$ cat config.mk
export PLATFORM = sky130hd
export DESIGN_NAME = prio_serialiser
export DESIGN_NICKNAME = d
export VERILOG_FILES = /design/src/rtl/prio_pkg.sv /design/src/rtl/prio_pick.sv /design/src/rtl/prio_serialiser.sv
export SDC_FILE = /design/constraint.sdc
export NUM_CORES = 1
export LEC_CHECK = 0
export BUFFER_PORTS_ARGS = -buffer_cell sky130_fd_sc_hd__clkbuf_2
export CORE_ASPECT_RATIO = 1.25
export CORE_MARGIN = 8
export CORE_UTILIZATION = 54
export DETAILED_ROUTE_END_ITERATION = 10
export HOLD_SLACK_MARGIN = 0.02
export PLACE_DENSITY = 0.77
export SETUP_SLACK_MARGIN = 0.3
export SLEW_MARGIN = 25
export SYNTH_ARGS = -nofsm -noshare
export SYNTH_HDL_FRONTEND = slang
export SYNTH_SLANG_ARGS = --single-unit
$ cat constraint.sdc
create_clock -name clk -period 4.3 [get_ports clk]
set_input_delay 0 -clock clk [delete_from_list [all_inputs] [get_ports clk]]
set_output_delay 0 -clock clk [all_outputs]
set_load 0.005 [all_outputs]
$ cat src/rtl/prio_pkg.sv
// Shared constants and helpers for the priority serialiser.
// Latency: n/a (declarations only).
// Backpressure: n/a.
package prio_pkg;

  localparam logic MODE_FIXED = 1'b0;
  localparam logic MODE_RR    = 1'b1;

  // Widest request vector the helper below accepts; callers zero-extend.
  localparam int MAX_N = 256;

  // True when exactly one bit of vec is set.
  function automatic logic popcount_is_one(input logic [MAX_N-1:0] vec);
    return (vec != '0) && ((vec & (vec - MAX_N'(1))) == '0);
  endfunction

endpackage

$ cat src/rtl/prio_pick.sv
// Combinational picker: index of the highest set bit, optionally searched
// downward from a start position with wrap-around.
// Latency: 0 cycles. Backpressure: none (pure logic).
// Ports: vec (request bits), start (round-robin search start),
//        rr (1 = search from start, 0 = plain highest-set), idx (result).
module prio_pick #(
  parameter int N     = 16,
  parameter int IDX_W = $clog2(N)
) (
  input  logic [N-1:0]     vec,
  input  logic [IDX_W-1:0] start,
  input  logic             rr,
  output logic [IDX_W-1:0] idx
);

  logic [N-1:0] rot;
  int           off;
  int           top;

  // Rotate so that bit 'start' sits at the top; a plain highest-set search
  // on the rotated vector then walks start, start-1, ..., 0, N-1, ..., start+1.
  // In fixed mode the rotation amount is zero.
  always_comb begin
    off = rr ? int'(start) + 1 : 0;
    rot = '0;
    for (int j = 0; j < N; j++) begin
      rot[j] = vec[IDX_W'((j + off) % N)];
    end
    top = 0;
    for (int j = 0; j < N; j++) begin
      if (rot[j]) top = j;
    end
    idx = IDX_W'((top + off) % N);
  end

endmodule

$ cat src/rtl/prio_serialiser.sv
// Loads an N-bit request vector and emits the index of each set bit, one per
// accepted beat, in fixed (highest first) or round-robin order.
// Latency: first beat 1 cycle after load; 1 beat/cycle; empty vector = 1 "none" beat.
// Backpressure: out_ready low holds the beat and ptr; in_ready only while idle.
// Ports: clk, rst_n (sync, active low); in_vec/in_mode/in_valid/in_ready load side;
//        out_idx/out_none/out_last/out_valid/out_ready beat side; busy.
module prio_serialiser
  import prio_pkg::*;
#(
  parameter int N     = 16,
  parameter int IDX_W = $clog2(N)
) (
  input  logic             clk,
  input  logic             rst_n,
  input  logic [N-1:0]     in_vec,
  input  logic             in_mode,
  input  logic             in_valid,
  output logic             in_ready,
  output logic [IDX_W-1:0] out_idx,
  output logic             out_none,
  output logic             out_last,
  output logic             out_valid,
  input  logic             out_ready,
  output logic             busy
);

  logic [N-1:0]     pend;
  logic             none_f;
  logic             mode_r;
  logic [IDX_W-1:0] ptr;
  logic [IDX_W-1:0] pick_idx;
  logic             load;
  logic             beat;

  prio_pick #(
    .N     (N),
    .IDX_W (IDX_W)
  ) u_pick (
    .vec   (pend),
    .start (ptr),
    .rr    (mode_r == MODE_RR),
    .idx   (pick_idx)
  );

  assign busy      = (pend != '0) || none_f;
  assign in_ready  = !busy;
  assign out_valid = busy;
  assign out_none  = none_f;
  // Force index 0 for the none beat and while idle so the bus is quiet.
  assign out_idx   = (none_f || !busy) ? '0 : pick_idx;
  assign out_last  = none_f || popcount_is_one(MAX_N'(pend));

  // Loads only happen while idle and beats only while busy, so the two are
  // mutually exclusive.
  assign load = in_valid && in_ready;
  assign beat = out_valid && out_ready;

  always_ff @(posedge clk) begin
    if (!rst_n) begin
      pend   <= '0;
      none_f <= 1'b0;
      mode_r <= MODE_FIXED;
      ptr    <= IDX_W'(N - 1);
    end else if (load) begin
      pend   <= in_vec;
      mode_r <= in_mode;
      none_f <= (in_vec == '0);
    end else if (beat) begin
      if (none_f) begin
        none_f <= 1'b0;
      end else begin
        pend[pick_idx] <= 1'b0;
      end
      // Next search starts just below the granted index, wrapping 0 -> N-1.
      if (mode_r == MODE_RR) begin
        ptr <= (out_idx == '0) ? IDX_W'(N - 1) : out_idx - 1'b1;
      end
    end
  end

endmodule

* Word-level counts from Yosys, hierarchy flattened *
Cells that the tools add are included.
Widths: inputs -> output; s select.

word-level totals
  register bits after elaboration = 22
  latch bits = 0
  memory bits (writable) = 0
  memory bits (read-only) = 0
  output and inout port bits = 9
  logic and storage cells = 130
  memories kept = 0

operators by class
  $add $sub $neg = 19
  multipliers = 0
  divide/modulo/power cells = 0
  order comparisons = 17
  eq/ne operators = 1
  shift operators = 0
  mux-type cells = 70
  bitwise logic cells = 4
  reductions and logical operators = 15

operator list
  operator               number
  $and 16x256->256       1
  $logic_not 256->1      1
  $lt 4x6->1 const B     15
  $bmux 1 s4             15
  $mux 16                3
  $mux 4                 11
  $mux 1                 34
  $add 4x4->4 const A    8
  $sub 16x1->17 const B  1
  $add 3x4->4 const A    4
  $and 16x16->16         1
  $logic_not 16->1       1
  $not 16->16            1
  $reduce_bool 16->1     1
  $mux 3                 4
  $add 2x4->4 const A    2
  $lt 4x5->1 const B     1
  $add 1x4->4 const A    1
  $add 4x1->4 const B    1
  $add 4x4->4            1
  $demux 1 s4            1
  $ge 4x1->1 const B     1
  $logic_and 1x1->1      4
  $logic_not 4->1        1
  9 further kinds        12

* Logic depth before layout (Yosys ltp) *
  depth in word-level cells = 31
  gate-level depth with buffers = 23
  gate-level depth less buffers = 22

* Hierarchy *
A second synthesis with hierarchy kept.

unflattened totals
  cell total of the unflattened synthesis = 259
  area, all modules = 2,487.4 um^2

by module, submodules not included
  module           instances  cells each  area an instance (um^2)
  prio_serialiser  1          143         1,280.0
  prio_pick        1          116         1,207.4

* Least setup slack after synthesis *
Ideal clock, no wire load.

  kind = register -> register
  from = register ptr[0]
  to = register pend[11]
  setup time = 117 ps
  data arrival time = 4,412 ps
  data required time = 4,183 ps
  setup slack = -229 ps
  cell stages (with the launch flop) = 21
  path buffers = 1
  cells stage by stage = dfxtp_1 ha_1 nand2_1 clkbuf_1 mux4_2 mux2i_1 mux2_2 a21boi_0 o21ai_0 a21o_1 a2bb2o_1 a21boi_0 o211ai_1 ha_1 ha_1 a21oi_1 a31oi_1 xnor2_1 or3_1 nand3b_4 a32o_1

on the way
  longest elaborated chain between the ends = 31
  elaborated cells on any way between the ends = 88
  those cells by class = add/sub: 17; order compare: 2; mux: 66; bitwise: 2; reduce/logical: 1

RTL lines
  element                                    line                   text
  from (decl)                                prio_serialiser.sv:30  logic [IDX_W-1:0] ptr;
  from (signal assigned)                     prio_serialiser.sv:63  ptr <= IDX_W'(N - 1);
  from (signal assigned)                     prio_serialiser.sv:76  ptr <= (out_idx == '0) ? IDX_W'(N - 1) : out_idx - 1'b1;
  $add 4x1->4 (*)                            prio_pick.sv:24        off = rr ? int'(start) + 1 : 0;
  $mux 4 (*)                                 prio_pick.sv:24
  $add 2x4->4                                prio_pick.sv:27        rot[j] = vec[IDX_W'((j + off) % N)];
  $bmux 1 s4                                 prio_pick.sv:27
  $mux 1 (implied by the code) (2 in a row)  prio_pick.sv:27
  $mux 1                                     prio_pick.sv:31        if (rot[j]) top = j;
  $mux 2 (2 in a row)                        prio_pick.sv:31
  $mux 3 (4 in a row)                        prio_pick.sv:31
  [10 not listed]                            --
  $logic_and 1x1->1 (implied by the code)    prio_serialiser.sv:72  pend[pick_idx] <= 1'b0;
  $mux 1 (implied by the code)               prio_serialiser.sv:72
  $demux 1 s4 (*)                            prio_serialiser.sv:72
  $not 16->16 (no line) (*)                  --
  $and 16x16->16 (no line) (*)               --
  $mux 16 (*)                                prio_serialiser.sv:69  if (none_f) begin
  $mux 16 (*)                                prio_serialiser.sv:68  end else if (beat) begin
  $mux 16 (*)                                prio_serialiser.sv:64  end else if (load) begin
  to (signal assigned)                       prio_serialiser.sv:65  pend <= in_vec;
  to (decl)                                  prio_serialiser.sv:27  logic [N-1:0] pend;

Mark *: on every way between the ends. The rest lies on a longest branch, timed or not. The select of a mux whose other input is x is not followed.
A chain may end at the register's enable or synchronous reset.

* Final worst setup path *
  from = register ptr[0]
  to = register ptr[3]

on the way
  longest elaborated chain between the ends = 25
  elaborated cells on any way between the ends = 82
  those cells by class = add/sub: 18; mux: 63; reduce/logical: 1

RTL lines
  element                                         line                   text
  $add 4x1->4 (*)                                 prio_pick.sv:24
  $mux 4 (*)                                      prio_pick.sv:24
  $add 2x4->4                                     prio_pick.sv:27
  $bmux 1 s4                                      prio_pick.sv:27
  $mux 1 (implied by the code) (2 in a row)       prio_pick.sv:27
  $mux 1                                          prio_pick.sv:31
  $mux 2 (2 in a row)                             prio_pick.sv:31
  $mux 3 (4 in a row)                             prio_pick.sv:31
  $mux 4 (8 in a row)                             prio_pick.sv:31
  $add 4x4->4 (*)                                 prio_pick.sv:33        idx = IDX_W'((top + off) % N);
  $mux 4 (*)                                      prio_serialiser.sv:50  assign out_idx = (none_f || !busy) ? '0 : pick_idx;
  $sub 4x1->4 or $logic_not 4->1 (tied branches)  prio_serialiser.sv:76
  $mux 4 (*)                                      prio_serialiser.sv:76

Marked as above.

==> flow_summary.yaml <==
sta:
  holdWs_ps: 91.57
  max_slew_margin_pct: 31.05
  rsz0062_at_grt: "true"
  max_freq_ghz: 0.2093
  tightest_slew_ps: 1008
  fin_crit_sh_pct: 111.1
  setup_viol: 20
  drv_slew: 0
  clock_skew_ps: 11.56
  fin_crit_ps: 4778
  finalHoldViolations: 0
  worst_slack_ps: -478.3
cells_and_area:
  antenna_cells: 0
  area_growth_syn_to_layout_pct: 53.77
  drive_above_1_share_pct: 45.50
  fin_area_um2: 4083
  nets: 448
clocking:
  cts_sinks: 22
  cts.clk_slew.worst_paths_ps: 100
  cts_max_level: 1
  clk_latency_ps: 290
  tritoncts: "yes"
  cts_buffers: 3
  clk_path_buf_depth: 2
  clock-root-buffer: "clkbuf_8"
synthesis:
  yosysMostFrequentCell: "nand2_1"
  synth_area_um2: 2655
  yosys_warnings: 0
  ys_types: 63
  synthArstFlopShare_pct: 0
  netlist_top_cells_count: "43 x nand2_1, 31 x mux2i_1, 22 x dfxtp_1, 17 x nor2_1, 14 x xnor2_1"
  yosys-top-cells-area: "dfxtp_1 17%, mux2i_1 12%, nand2_1 6.1%"
  synth_flop_cell: "dfxtp_1"
  synth_nets: 346
  synth-seq-cells: 22
  yosys.area.top_type: "dfxtp_1"
  synthCells: 321
  synth.avg_cell_area_um2: 8.271
  yosys.area.top_type_share_pct: 16.59
  synth_edf_count: 0
  ys_seq_area_share_pct: 16.59
grt:
  grt_max_degree: 26
  overflow: 0
  grt_pass1_vias: 3257
  antenna_found_initial: 0
  grt_use_total_pct: 26.91
  grt_pass1_wl_um: 16100
drt:
  antenna_left: 0
  wl_um: 14490
  route.detailed.drc: 0
  via_count: 3785
  wl_per_cell_um: 30.06
  via_per_inst: 7.853
  drtIter0Drc: 562
  drt_first_pass_iters: 8
critical_path:
  r2r_slack_ps: -480
  ff2ff_path_depth: 17
  critical_path_class: "reg2reg"
  cp-endpoint: "ptr[3]"
  startpoint: "ptr[0]"
  r2r_start: "ptr[0]"
  worstSetupStartpointType: "register"
  r2r_end: "ptr[3]"
  critical_path.max_fanout: 9
  endpoint_kind: "register"
  worstPathArrival_ps: 4950
  crit_required_ps: 4470
power:
  cellInternalPower_mw: 1.717
  switching_share_pct: 52.92
  p_leak_nw: 1.783
  power_frac_comb_pct: 85.7
  vdd_drop_max_uv: 986.6
  p_clk_share_pct: 5.1
  power.switching_mw: 1.930
  total_power_mw: 3.647
  p_per_area_nw_per_um2: 893.3
  seq_power_share_pct: 9.2
outcome:
  failed_checks: "negative setup slack"
  status: "finished, violations left"
placed_design:
  hpwl_um: 6468
  io_buffers: 29
  pre_cts_ws_ps: -36.40
  place.gp.congestion: 0.9200
  place_area_um2: 3167
hold_path:
  hp-class: "in2reg"
die:
  rows: 28
  die_width_um: 78.72
  io_pins: 30
  start_util_pct: 56.14
  die_h_um: 94.40
  die_area_um2: 7430
  core_um2: 4730
job:
  drv_cap: 0
==> critical path, cell delays in order, from the launching register on <==
cell	delay, ps
dfxtp_4	390
buf_4	150
nand3_1	100
xnor2_1	220
nand2_2	250
buf_4	240
xor2_1	240
buf_4	170
mux2i_1	110
a2111oi_0	880
o211ai_1	240
buf_4	230
xnor2_1	320
xor2_1	310
buf_6	220
nand2_1	110
a31oi_1	320
a31oi_1	150
==> power groups by stage <==
stage               logic, mW  clock network, mW  registers, mW
floorplan                1.23                  0          0.301
global placement         1.71                  0          0.311
detailed placement       1.75                  0          0.315
CTS                      2.17              0.178          0.312
global route             3.21              0.195          0.333
finish                   3.12              0.187          0.335
==> registers in the layout, summed over array words and instances, names as in the netlist <==
name	count
mode_r	1
out_none	1
pend	16
ptr	4
==> timing repair <==
action,in CTS,in global routing
hold buffers,17,0
buffers inserted,18,12
endpoints found under the setup margin,20,22
pin swaps,31,18
hold endpoints to repair,17,0
resized for setup,47,47
gates cloned,0,1
==> logic make-up (layout without fill, tap and decap cells) <==
kind of cell | after synthesis | after routing | synth area share (%)
AOI/OAI and AO/OA | 83 | 84 | 23.33
xor gates and xnor gates | 19 | 19 | 6.551
adders and majority gates | 6 | 6 | 2.639
buffers and inverters | 23 | 123 | 3.911
DFF | 22 | 22 | 16.59
muxes | 49 | 49 | 23.00
and+or+nand+nor | 119 | 119 | 23.99
==> layout make-up <==
type                            instances  area (µm²)
Timing Repair Buffer                  112       867.1
Tap cell                               60       75.07
Fill cell                             223       646.9
Sequential cell                        22       447.9
Inverter                                7       31.28
Multi-Input combinational cell        277        2595
Clock buffer                            4       66.31
==> through the flow <==
step / TNS [ps] / utilization (%) / std cells
floorplan: 0 / - / 321
global placement: 0 / 66.96 / 430
detailed placement: -78.38 / 66.96 / 430
CTS: 0 / 79.44 / 469
global route: -5873 / 86.32 / 482
finish: -6760 / 86.32 / 482
==> worst min path at each step <==
| stage | start | end | depth (start not counted) |
|---|---|---|---|
| final | in_valid | mode_r | 4 |
| after global routing | out_ready | out_none | 3 |
| after CTS | in_valid | mode_r | 4 |
| after detailed placement | in_vec[10] | pend[10] | 2 |
| after global placement | in_vec[10] | pend[10] | 2 |
| after floorplan | in_vec[4] | pend[4] | 2 |
==> cell usage in the layout, fill, tap and decap left out, types with 6 or more instances in the layout <==
| cell type | count |
|---|---|
| and3_1 | 7 |
| nor2_1 | 14 |
| mux2i_1 | 28 |
| mux2_2 | 9 |
| xnor2_2 | 7 |
| dfxtp_1 | 18 |
| buf_6 | 9 |
| nand3_1 | 8 |
| nand4_1 | 7 |
| clkbuf_2 | 27 |
| dlygate4sd3_1 | 17 |
| a32o_1 | 6 |
| buf_4 | 56 |
| o21ai_0 | 6 |
| nand2_1 | 37 |
| xnor2_1 | 6 |
| mux4_2 | 7 |
==> layer usage <==
layer	wire (µm)	part of all wire (%)	track usage [%]	vias up
li1	-	-	-	1448
met2	6434	44	49.69	436
met4	1530	11	16.56	0
met1	4797	33	28.11	1736
met3	1726	12	3.802	165
met5	0	0	0	-
No activity file was read; power rests on OpenSTA's default activity.
